`config.mk`:
```
export PLATFORM = sky130hd
export DESIGN_NAME = proc_trace_tx
export DESIGN_NICKNAME = d
export VERILOG_FILES = /design/src/rtl/proc_trace_pkg.sv /design/src/rtl/proc_trace_tx_fifo.sv /design/src/rtl/proc_trace_tx.sv
export SDC_FILE = /design/constraint.sdc
export NUM_CORES = 1
export LEC_CHECK = 0
export CAP_MARGIN = 15
export CORE_UTILIZATION = 65
export CTS_CLUSTER_DIAMETER = 150
export DETAILED_ROUTE_END_ITERATION = 12
export PLACE_DENSITY = 0.95
export SLEW_MARGIN = 30
export SYNTH_ARGS = -nofsm -noshare
export SYNTH_HDL_FRONTEND = slang
export SYNTH_SLANG_ARGS = --single-unit
```
`constraint.sdc`:
```
create_clock -name clk -period 10.8 [get_ports clk]
set_input_delay 1.08 -clock clk [delete_from_list [all_inputs] [get_ports clk]]
set_output_delay 1.08 -clock clk [all_outputs]
set_load 0.1 [all_outputs]
```
`src/rtl/proc_trace_pkg.sv`:
```
// Shared types and constants for the processor execution-trace transmitter.
// Optional build macro: TRACE_CHECKSUM_EN appends an XOR checksum byte to
// every frame (5-byte frames instead of 4).
package proc_trace_pkg;

  // First byte of every frame, lets a receiver resynchronise on a byte stream
  localparam logic [7:0] TRACE_SYNC = 8'hA5;

`ifdef TRACE_CHECKSUM_EN
  localparam int FRAME_BYTES = 5;
`else
  localparam int FRAME_BYTES = 4;
`endif

  // Width of the byte-within-frame index (covers up to 8 bytes)
  localparam int BYTE_IDX_W = 3;

  // One captured retirement record, already reduced to its transmitted fields
  typedef struct packed {
    logic [7:0] op_code;
    logic [1:0] dest_choice;
    logic [5:0] dest_addr;
    logic [7:0] value;
  } trace_rec_t;

  // Serialiser states
  typedef enum logic [2:0] {
    IDLE,
    LOAD,
    START,
    DATA,
    STOP
  } tx_state_t;

  // Byte idx of the frame built from rec
  function automatic logic [7:0] frame_byte(input trace_rec_t rec,
                                            input logic [BYTE_IDX_W-1:0] idx);
    logic [7:0] b;
    // NOTE: assign a default before the case so every path drives b and no
    // latch is inferred when this is used in combinational context.
    b = TRACE_SYNC;
    case (idx)
      3'd0: b = TRACE_SYNC;
      3'd1: b = rec.op_code;
      3'd2: b = {rec.dest_choice, rec.dest_addr};
      3'd3: b = rec.value;
`ifdef TRACE_CHECKSUM_EN
      3'd4: b = rec.op_code ^ {rec.dest_choice, rec.dest_addr} ^ rec.value;
`endif
      default: b = TRACE_SYNC;
    endcase
    return b;
  endfunction

endpackage

```
`src/rtl/proc_trace_tx_fifo.sv`:
```
// trace_fifo: synchronous record FIFO for the trace transmitter.
// Read data is the head record, visible combinationally before the pop.
// A push into a full FIFO is accepted only when a pop happens on the same edge.
module trace_fifo
  import proc_trace_pkg::*;
#(
  parameter int DEPTH = 8
) (
  input  logic                       clk,
  input  logic                       rst,
  input  logic                       push,
  input  logic                       pop,
  input  trace_rec_t                 wr_data,
  output trace_rec_t                 rd_data,
  output logic                       full,
  output logic                       empty,
  output logic [$clog2(DEPTH):0]     level
);

  localparam int AW = $clog2(DEPTH);
  localparam logic [AW:0] DEPTH_L = (AW + 1)'(DEPTH);

  trace_rec_t          mem [DEPTH];
  logic [AW-1:0]       wr_ptr;
  logic [AW-1:0]       rd_ptr;
  logic                push_ok;
  logic                pop_ok;

  assign full    = (level == DEPTH_L);
  assign empty   = (level == '0);
  assign pop_ok  = pop && !empty;
  assign push_ok = push && (!full || pop_ok);
  assign rd_data = mem[rd_ptr];

  // Pointer and occupancy bookkeeping
  always_ff @(posedge clk or posedge rst) begin
    // NOTE: sequential state uses non-blocking assignments so every register
    // samples the pre-edge values regardless of statement order.
    if (rst) begin
      wr_ptr <= '0;
      rd_ptr <= '0;
      level  <= '0;
    end else begin
      if (push_ok) wr_ptr <= wr_ptr + 1'b1;
      if (pop_ok)  rd_ptr <= rd_ptr + 1'b1;
      case ({push_ok, pop_ok})
        2'b10:   level <= level + 1'b1;
        2'b01:   level <= level - 1'b1;
        default: level <= level;
      endcase
    end
  end

  // Record storage
  // NOTE: the array is deliberately not reset; emptiness is defined by the
  // pointers and level, so stale contents are never observed.
  always_ff @(posedge clk) begin
    if (push_ok) mem[wr_ptr] <= wr_data;
  end

endmodule

```
`src/rtl/proc_trace_tx.sv`:
```
// proc_trace_tx: captures retired-instruction records from the processor
// result interface and sends each one as a framed 8N1 byte stream on tx.
// Frame: A5, op_code, {dest_choice, dest_addr[5:0]}, alu_out[7:0]
// (plus an XOR checksum byte when TRACE_CHECKSUM_EN is defined).
module proc_trace_tx
  import proc_trace_pkg::*;
#(
  parameter int OPCODE_WIDTH = 8,
  parameter int VALUE_WIDTH  = 8,
  parameter int MEM_WIDTH    = 8,
  parameter int NOP_CODE     = 0,
  parameter int FIFO_DEPTH   = 8,
  parameter int CLKS_PER_BIT = 4
) (
  input  logic                          clk,
  input  logic                          rst,
  input  logic                          cap_en,
  input  logic [OPCODE_WIDTH-1:0]       op_code,
  input  logic [VALUE_WIDTH-1:0]        alu_out,
  input  logic [MEM_WIDTH-1:0]          dest_addr,
  input  logic [1:0]                    dest_choice,
  input  logic                          clr_ovf,
  output logic                          tx,
  output logic                          busy,
  output logic                          overflow,
  output logic [$clog2(FIFO_DEPTH):0]   fifo_level
);

  localparam int CW = $clog2(CLKS_PER_BIT);
  localparam logic [CW-1:0]         CNT_LAST  = CW'(CLKS_PER_BIT - 1);
  localparam logic [BYTE_IDX_W-1:0] LAST_BYTE = BYTE_IDX_W'(FRAME_BYTES - 1);

  tx_state_t               state;
  trace_rec_t              cur_rec;
  trace_rec_t              cap_rec;
  trace_rec_t              fifo_rd;
  logic [7:0]              shift;
  logic [CW-1:0]           cnt;
  logic [2:0]              bit_idx;
  logic [BYTE_IDX_W-1:0]   byte_idx;
  logic                    fifo_full;
  logic                    fifo_empty;
  logic                    fifo_pop;
  logic                    cap_push;
  logic                    cap_drop;
  logic                    bit_done;
  logic                    frame_end;
  logic                    unused_in_bits;

  // Only the low bits of the wide inputs are transmitted
  assign unused_in_bits = ^{op_code, alu_out, dest_addr};

  // Record as it will be queued: op_code zero-extended, address and value cut
  assign cap_rec = '{op_code:     8'(op_code),
                     dest_choice: dest_choice,
                     dest_addr:   6'(dest_addr),
                     value:       8'(alu_out)};

  assign cap_push  = cap_en && (op_code != OPCODE_WIDTH'(NOP_CODE));
  assign bit_done  = (cnt == CNT_LAST);
  assign frame_end = (state == STOP) && bit_done && (byte_idx == LAST_BYTE);
  // The next record is taken either from IDLE or straight off the end of a frame
  assign fifo_pop  = ((state == IDLE) || frame_end) && !fifo_empty;
  assign cap_drop  = cap_push && fifo_full && !fifo_pop;

  trace_fifo #(
    .DEPTH (FIFO_DEPTH)
  ) u_fifo (
    .clk     (clk),
    .rst     (rst),
    .push    (cap_push),
    .pop     (fifo_pop),
    .wr_data (cap_rec),
    .rd_data (fifo_rd),
    .full    (fifo_full),
    .empty   (fifo_empty),
    .level   (fifo_level)
  );

  // Sticky drop flag; clearing wins over a same-edge drop
  always_ff @(posedge clk or posedge rst) begin
    if (rst) begin
      overflow <= 1'b0;
    end else if (clr_ovf) begin
      overflow <= 1'b0;
    end else if (cap_drop) begin
      overflow <= 1'b1;
    end
  end

  // Serialiser FSM: pops records and shifts each frame byte out as 8N1
  always_ff @(posedge clk or posedge rst) begin
    if (rst) begin
      state    <= IDLE;
      cur_rec  <= '0;
      shift    <= '0;
      cnt      <= '0;
      bit_idx  <= '0;
      byte_idx <= '0;
      tx       <= 1'b1;
      busy     <= 1'b0;
    end else begin
      case (state)
        IDLE: begin
          if (fifo_pop) begin
            cur_rec  <= fifo_rd;
            byte_idx <= '0;
            busy     <= 1'b1;
            state    <= LOAD;
          end
        end

        LOAD: begin
          shift <= frame_byte(cur_rec, byte_idx);
          cnt   <= '0;
          tx    <= 1'b0;
          state <= START;
        end

        START: begin
          if (bit_done) begin
            cnt     <= '0;
            bit_idx <= '0;
            tx      <= shift[0];
            shift   <= shift >> 1;
            state   <= DATA;
          end else begin
            cnt <= cnt + 1'b1;
          end
        end

        DATA: begin
          if (bit_done) begin
            cnt <= '0;
            if (bit_idx == 3'd7) begin
              tx    <= 1'b1;
              state <= STOP;
            end else begin
              bit_idx <= bit_idx + 1'b1;
              tx      <= shift[0];
              shift   <= shift >> 1;
            end
          end else begin
            cnt <= cnt + 1'b1;
          end
        end

        STOP: begin
          if (bit_done) begin
            cnt <= '0;
            if (byte_idx != LAST_BYTE) begin
              byte_idx <= byte_idx + 1'b1;
              state    <= LOAD;
            end else if (fifo_pop) begin
              cur_rec  <= fifo_rd;
              byte_idx <= '0;
              state    <= LOAD;
            end else begin
              busy  <= 1'b0;
              state <= IDLE;
            end
          end else begin
            cnt <= cnt + 1'b1;
          end
        end

        default: begin
          tx    <= 1'b1;
          busy  <= 1'b0;
          state <= IDLE;
        end
      endcase
    end
  end

endmodule

```
# Word level (Yosys, flattened, before mapping)

Memories as Yosys holds them, arrays and structs flattened.
Cells that the tools add are included.

Add/sub/neg operators: 7
Equal/unequal tests: 21
Multiplexer cells: 41
Bitwise gates (word level): 2
Reduce and logical (&&, ||, !) cells: 32

Operator list:

| kind                | count |
|---|---|
| $mux 24             | 3 |
| $pmux 24 s2         | 1 |
| $pmux 8 s3          | 2 |
| $mux 3              | 11 |
| $mux 8              | 3 |
| $ne 2x2->1 const B  | 8 |
| $pmux 3 s5          | 1 |
| $mux 1              | 13 |
| $add 3x1->3 const B | 4 |
| $eq 3x2->1 const B  | 4 |
| $pmux 3 s2          | 2 |
| $reduce_and 5->1    | 2 |
| $reduce_bool 2->1   | 5 |
| $logic_and 1x1->1   | 8 |
| $pmux 4 s2          | 1 |
| $reduce_and 4->1    | 2 |
| $reduce_bool 8->1   | 1 |
| $eq 3x1->1 const B  | 2 |
| $eq 3x3->1 const B  | 2 |
| $reduce_and 3->1    | 2 |
| $reduce_or 3->1     | 2 |
| $add 4x1->4 const B | 1 |
| $eq 2x2->1 const B  | 2 |
| $eq 4x4->1 const B  | 1 |
| other kinds (16)    | 20 |

Register bits: 56
RAM bits: 192
Input bits: 30
Output and inout bits: 7
Logic and storage cells: 119
Memories kept: 1

Memory list:

| memory     | words | width | read ports | clocked after Yosys merged registers in | write ports | line                     | text |
|---|---|---|---|---|---|---|---|
| u_fifo.mem | 8     | 24    | 1          | 0                                       | 1           | proc_trace_tx_fifo.sv:23 | `trace_rec_t mem [DEPTH];` |

# Depth between registers and ports, before layout

Gate-level depths: netlist of the first run.

Depth after elaboration: 10
Gate-level depth with buffers: 10
Mapped depth without buffers: 10

# Cells and area by module

A second synthesis of the first run with hierarchy kept.

Cell total of the unflattened synthesis: 559
Area total of the unflattened synthesis: 10239.8 µm²

By module, submodules not included:

| module        | instances | cells an instance | area each (µm²) | seq. area each (µm²) |
|---|---|---|---|---|
| trace_fifo    | 1         | 350               | 7927.6          | 6015.8 |
| proc_trace_tx | 1         | 209               | 2312.2          | 1152.4 |

# Worst setup path after synthesis of the first run

Ideal clock, no wire load.

Kind: input-to-reg
Start point: input op_code[3]
End point: memory u_fifo.mem[0][0] (netlist bit), enable pin
Library setup time: 435 ps
Data arrival time: 3619 ps
Required time: 10365 ps
Slack: 6746 ps
Stages: 6
Buffers on the path: 1
Cells stage by stage: nor4_1 -> a21boi_0 -> nor2b_1 -> buf_6 -> nand2b_1 -> nor3_1

Cells in the longest elaborated chain, start to end: 5

Ends and longest elaborated chain:

| item                         | line                     | text |
|---|---|---|
| from (decl)                  | proc_trace_tx.sv:18      | `input logic [OPCODE_WIDTH-1:0] op_code,` |
| $reduce_bool 8->1            | proc_trace_tx.sv:59      | `assign cap_push = cap_en && (op_code != OPCODE_WIDTH'(NOP_CODE));` |
| $logic_and 1x1->1            | proc_trace_tx.sv:59      |  |
| $logic_and 1x1->1            | proc_trace_tx_fifo.sv:32 | `assign push_ok = push && (!full \|\| pop_ok);` |
| $mux 1                       | proc_trace_tx_fifo.sv:58 | `if (push_ok) mem[wr_ptr] <= wr_data;` |
| $mux 1 (not written as such) | proc_trace_tx_fifo.sv:58 |  |
| to (decl)                    | proc_trace_tx_fifo.sv:23 |  |

No other way between the ends.

# Worst setup path after layout of the first run

Start point: input op_code[6]
End point: memory u_fifo.mem[0][18] (netlist bit), enable pin

The elaborated chain is that of the path after synthesis.

==> flow_summary.json, run 1 <==
{
  "cts_hold_buf": 0,
  "power_frac_seq_pct": 45.9,
  "critPathMaxStageDelay_ns": 0.70,
  "grt_pass1_vias": 6101,
  "setup_violations": 0,
  "syn_inst": 576,
  "synth_top_area_share_pct": 57.87,
  "hp-class": "reg -> reg",
  "p_switching_uw": 930.9,
  "timing.rr.start": "state[1]",
  "leakage_uw": 0.003881,
  "yosysTopAreaCell": "edfxtp_1",
  "fmax_mhz": 216.5,
  "clock_latency_ns": 0.52,
  "die_area_mm2": 0.01583,
  "finalWeightedCongestion": 0.8245,
  "total_power_uw": 2965,
  "skew_ns": 0.01505,
  "syn_area_per_cell_um2": 17.30,
  "vdd_ir_drop_max_mv": 0.1968,
  "synth_compound_area_share_pct": 5.789,
  "finalWirelength_um": 22960,
  "grt_pass1_wl_um": 35440,
  "n_antenna_cell": 0,
  "drive_above_1_share_pct": 18.18,
  "cts_tree": "done",
  "fin_area_mm2": 0.01134,
  "max_cap_viol_count": 0,
  "htreeDepth": 1,
  "finalHoldViolCount": 0,
  "cts_setup_buffers": 0,
  "cts_made_buffers": 25,
  "crit_fanout": 18,
  "clockBufferDepth": 3,
  "grt_use_total_pct": 30.82,
  "holdCritStartpoint": "cnt[0]",
  "synth_mux_area_share_pct": 13.93,
  "relSlewSlack_pct": 32.69,
  "p_int_uw": 2034,
  "yosys.area_share.simple_pct": 4.521,
  "vias": 5720,
  "status": "completed",
  "final_net_count": 650,
  "yosys-top-cells-area": "edfxtp_1 (58%), dfrtp_1 (14%), mux4_2 (11%), mux2i_1 (2.5%), o21ai_0 (2.1%)",
  "start_util_pct": 67.53,
  "synth_xor_area_share_pct": 0.6153,
  "crit_chain": "clkdlybuf4s50_1 > nor4_1 > a21boi_0 > nor2b_1 > nand2b_1 > nor3_2 > buf_4",
  "crit_type": "in -> reg",
  "dp_slack_ns": 5.800,
  "cp_slowest_cell": "clkdlybuf4s50_1",
  "synth_edf_count": 192,
  "io_buffers": 34,
  "finalMaxSlewViolations": 0,
  "die_h_um": 125.8,
  "period_share_pct": 42.76,
  "power_frac_clock_pct": 30.4,
  "swShare_pct": 31.40,
  "synth_fa_ha_area_share_pct": 1.457,
  "cts_sinks": 248,
  "yosysWarnings": 0,
  "synth-seq-cells": 248,
  "cp.arrival_ns": 4.79,
  "drc": 0,
  "yosysUniqueCellTypes": 51,
  "tightest_slew_ns": 1.007,
  "ant_nets": 0,
  "setup.worst_path.start_class": "input pin",
  "power_frac_comb_pct": 23.7,
  "yosysSeqAreaShare_pct": 71.95,
  "placed_area_mm2": 0.01049,
  "synthTopCellsByCount": "edfxtp_1 (192), dfrtp_1 (55), nand2_1 (54), mux4_2 (48), o21ai_0 (41)",
  "fin_crit_ns": 4.618,
  "grt_max_degree": 57,
  "dp_hpwl_um": 11360,
  "root_buffer": "clkbuf_16",
  "syn_nets": 617,
  "clk_pin_slew_ns": 0.06,
  "p_per_area_mw_per_mm2": 261.5,
  "synth_ff_type": "edfxtp_1",
  "drtIter0Drc": 794,
  "rows": 44,
  "async_reset_ff_share_pct": 22.58,
  "via_per_inst": 7.053,
  "layout_setup_ws_ns": 6.182,
  "first_pass_iters": 5,
  "synth_area_mm2": 0.009963,
  "antenna_found_initial": 0,
  "die_x_um": 125.8,
  "tns_ns": 0,
  "core_area_mm2": 0.01475,
  "synth_top_family_by_area": "multiplexers",
  "area_growth_pct": 13.80,
  "cts_resized": 0,
  "routedWlPerCell_um": 28.31,
  "synth_most_common_cell": "edfxtp_1",
  "setup.worst_path.start": "op_code[6]",
  "boundaryPins": 37,
  "worst_setup_path_end_kind": "register",
  "grt_overflow": 0,
  "rsz0062_at_grt": "no",
  "cp.required_ns": 10.97,
  "whs_ns": 0.4966
}
==> worst max-delay path: cells and delay by family <==
kind	cells	cell delay (ns)
AO/OA/AOI/OAI	1	0.66
buffers and inverters	2	1.14
AND/OR/NAND/NOR	4	1.86
==> per-stage QoR <==
| stage | utilization, % | cells |
|---|---|---|
| after CTS | 76.80 | 811 |
| after global placement | 71.04 | 766 |
| after detailed placement | 71.07 | 766 |
| after global routing | 76.85 | 811 |
| final | 76.85 | 811 |
| after floorplan | - | 576 |
==> kinds of logic (layout without fill, tap and decap cells) <==
logic type               Yosys count  in the layout
AO/OA/AOI/OAI                     91             91
buffers and inverters             41             92
adder cells (fa/ha/maj)           11             11
AND/OR/NAND/NOR                  100            100
multiplexers                      78             78
XOR/XNOR                           7              7
flip-flops                       248            248
==> registers in the layout (all words and copies together), names as in the netlist, 4 cells and up <==
signal	flops
u_fifo.mem	192
cur_rec	24
shift	8
u_fifo.level	4
==> layout make-up <==
type / instances / area [um2]
Clock buffer: 34 / 699.4
Inverter: 9 / 36.28
Clock inverter: 11 / 145.1
Multi-Input combinational cell: 287 / 2684
Tap cell: 184 / 230.2
Timing Repair Buffer: 38 / 370.4
Fill cell: 733 / 3416
Sequential cell: 248 / 7173
==> path summary, 6_finish.rpt <==
| path | depth (start not counted) | end | slack, ns |
|---|---|---|---|
| setup / recovery | 7 | u_fifo.mem[0][18] | 6.18 |
| hold / removal | 1 | cnt[0] | 0.50 |
| setup reg to reg | 6 | u_fifo.mem[0][18] | 6.76 |
| hold reg to reg | 1 | cnt[0] | 0.50 |
| max in group asynchronous | 2 | u_fifo.rd_ptr[1] | 9.18 |
| min in group asynchronous | 2 | cur_rec[16] | 1.06 |
==> metal layers <==
layer  up-vias  global-route usage (%)  part of all wire [%]
li1       2328                       -                     -
met4         0                   15.38                   4.3
met5         -                       0                     0
met3        85                   4.758                   8.6
met1      2883                   41.51                    37
met2       424                   50.20                    50
==> placed cells by master (no fill, tap or decap), types with 2 or more instances in the layout <==
cell / n
a211oi_1: 2
a21boi_0: 2
a21oi_1: 14
a22o_1: 2
a22oi_1: 10
buf_4: 4
bufinv_16: 3
clkbuf_1: 5
clkbuf_16: 25
clkbuf_8: 4
clkdlybuf4s50_1: 34
clkinv_2: 6
dfrtp_1: 53
edfxtp_1: 192
ha_1: 10
inv_1: 8
mux2_2: 4
mux2i_1: 25
mux4_2: 48
nand2_1: 54
nand2b_1: 5
nand3_1: 5
nor2_1: 9
nor2_4: 7
nor2b_1: 7
nor3_1: 4
nor3_2: 2
nor4_1: 3
o21ai_0: 41
o22ai_1: 2
o31ai_1: 2
xnor2_1: 6
==> power groups by stage <==
stage	registers (uW)	logic [uW]	clock network, uW
floorplan	1360	473	0
global placement	1340	653	0
detailed placement	1370	684	0
CTS	1360	702	897
global route	1380	747	934
finish	1360	703	901
(Power assumes the default switching activity.)
==> inputs of run 2 (changes only) <==
Settings changed: CORE_UTILIZATION 65 to 60, PLACE_DENSITY 0.95 to 0.9.
Clock period 10.8 ns to 4.6 ns, I/O delays scaled along.
==> run 2 against run 1 <==
Effect of this change: critical path type is now reg -> reg; wire length is 13% lower; clock skew is 0.0048 ns lower; flip-flop and latch count stayed put; largest power group unchanged; critical endpoint is now u_fifo.level[3]; largest cell class unchanged.
==> flow_summary.json, run 2 (same netlist as run 1, synthesis figures left out) <==
{
  "core_area_mm2": 0.01606,
  "fin_crit_ns": 3.419,
  "rows": 46,
  "reg_top3": "u_fifo.mem: 192 flops, cur_rec: 24 flops, shift: 8 flops",
  "grt_max_degree": 57,
  "grt_pass1_vias": 5725,
  "status": "completed",
  "area_growth_pct": 14.45,
  "relSlewSlack_pct": 35.14,
  "io_buffers": 34,
  "cts_tree": "done",
  "cp_common_cell": "ha_1",
  "cts_made_buffers": 25,
  "drc": 0,
  "clock_latency_ns": 0.51,
  "crit_family": "compound AO/OA/AOI/OAI gates",
  "finalHoldViolCount": 0,
  "use_met3_pct": 4.642,
  "clk_pin_slew_ns": 0.06,
  "setup.worst_path.start_class": "register",
  "root_buffer": "clkbuf_16",
  "cts_resized": 0,
  "critPathMaxStageDelay_ns": 0.86,
  "clockBufferDepth": 3,
  "finalMaxSlewViolations": 0,
  "die_h_um": 130.9,
  "worst_setup_path_end_kind": "register",
  "vdd_ir_drop_max_mv": 0.4554,
  "rrSetupSlack_ns": 1.18,
  "routedWlPerCell_um": 23.50,
  "drtIter0Drc": 451,
  "tns_ns": 0,
  "drive_above_1_share_pct": 18.34,
  "cts_sinks": 248,
  "final_common_cell": "edfxtp_1",
  "setup_violations": 0,
  "cp_num_buf_inv": 0,
  "gr-max-usage-layer": "met2",
  "vias": 5355,
  "p_per_area_mw_per_mm2": 593.2,
  "max_cap_viol_count": 0,
  "largest-register": "u_fifo.mem",
  "crit_fanout": 51,
  "die_x_um": 130.9,
  "cp.arrival_ns": 3.85,
  "die_area_mm2": 0.01712,
  "skew_ns": 0.01029,
  "reg2reg_depth": 10,
  "start_util_pct": 62.05,
  "final_cell_mix": "edfxtp_1 (192), nand2_1 (54), dfrtp_1 (53)",
  "dp_cells": 809,
  "antenna_found_initial": 0,
  "crit_type": "reg -> reg",
  "postLayoutCoreUtil_pct": 71.01,
  "period_share_pct": 74.32,
  "grt_overflow": 0,
  "grt_pass1_wl_um": 31010,
  "largest_register_ffs": 192,
  "cp.required_ns": 5.03,
  "gr-usage-met1_pct": 30.77,
  "n_antenna_cell": 0,
  "cts_hold_buf": 0,
  "ant_nets": 0,
  "crit_chain": "ha_1 > nand3b_1 > a2111o_2 > nor2_4 > ha_1 > a21o_1 > a21oi_1 > nor2_1 > a22oi_1 > xnor2_1",
  "cts_setup_buffers": 0,
  "boundaryPins": 37,
  "leakage_uw": 0.003917,
  "final_net_count": 661,
  "finalWeightedCongestion": 0.8163,
  "via_per_inst": 6.270,
  "gr-usage-met2_pct": 43.95,
  "stdcell_count": 854,
  "cp_slowest_cell": "a2111o_2",
  "crit_cells": 10,
  "hp-class": "in -> async",
  "rsz0062_at_grt": "no",
  "first_pass_iters": 5,
  "tightest_slew_ns": 0.9699,
  "finalWirelength_um": 20070,
  "fmax_mhz": 292.5,
  "dp_hpwl_um": 11110,
  "htreeDepth": 1,
  "grt_use_total_pct": 25.16
}
## run 2: worst reg2reg max path: cells and delay by family, from the launching register on
family	cells	cell delay (ns)
flip-flops	1	0.39
adder cells (fa/ha/maj)	2	0.78
AO/OA/AOI/OAI	4	1.41
AND/OR/NAND/NOR	3	0.62
XOR/XNOR	1	0.14
## run 2: final timing paths
path | startpoint | endpoint
setup / recovery | cnt[1] | u_fifo.level[3]
setup reg to reg | cnt[1] | u_fifo.level[3]
hold / removal | rst | u_fifo.rd_ptr[1]
min in group clk | clr_ovf | overflow
hold reg to reg | cur_rec[15] | cur_rec[15]
max in group asynchronous | rst | u_fifo.rd_ptr[0]
## run 2: area by class of cell
| class | instances | area, um2 |
|---|---|---|
| flip-flops and latches | 248 | 7171 |
| fillers | 930 | 4654 |
| multi-input cells | 287 | 2646 |
| clock buffers | 37 | 700.7 |
| repair buffers | 49 | 481.7 |
| well taps | 216 | 270.3 |
| clock inverters | 8 | 100.1 |
| inverters | 9 | 33.78 |
## run 2: metrics by stage
step | hold WS, ns | setup slack [ns] | area, um2 | total power [uW]
final | 0.4718 | 1.181 | 11400 | 6765
after global routing | 0.4974 | 0.9207 | 11400 | 7044
after global placement | 0.4615 | 1.085 | 10600 | 4706
after floorplan | 0.4488 | 0.8212 | 9963 | 4311
after CTS | 0.4793 | 1.209 | 11400 | 6811
after detailed placement | 0.4716 | 0.9837 | 10600 | 4821
## run 2: metal layers
metal  up-vias  share of wire, %
li1       2341                 -
met3        61               6.1
met1      2741                38
met2       212                52
met4         0               4.0
met5         -                 0
## run 2: power breakdown
group,internal [uW],total [uW],switching (uW)
Sequential,2830,3040,200
Clock,1170,1980,810
Combinational,722,1750,1030
Total,4730,6770,2040
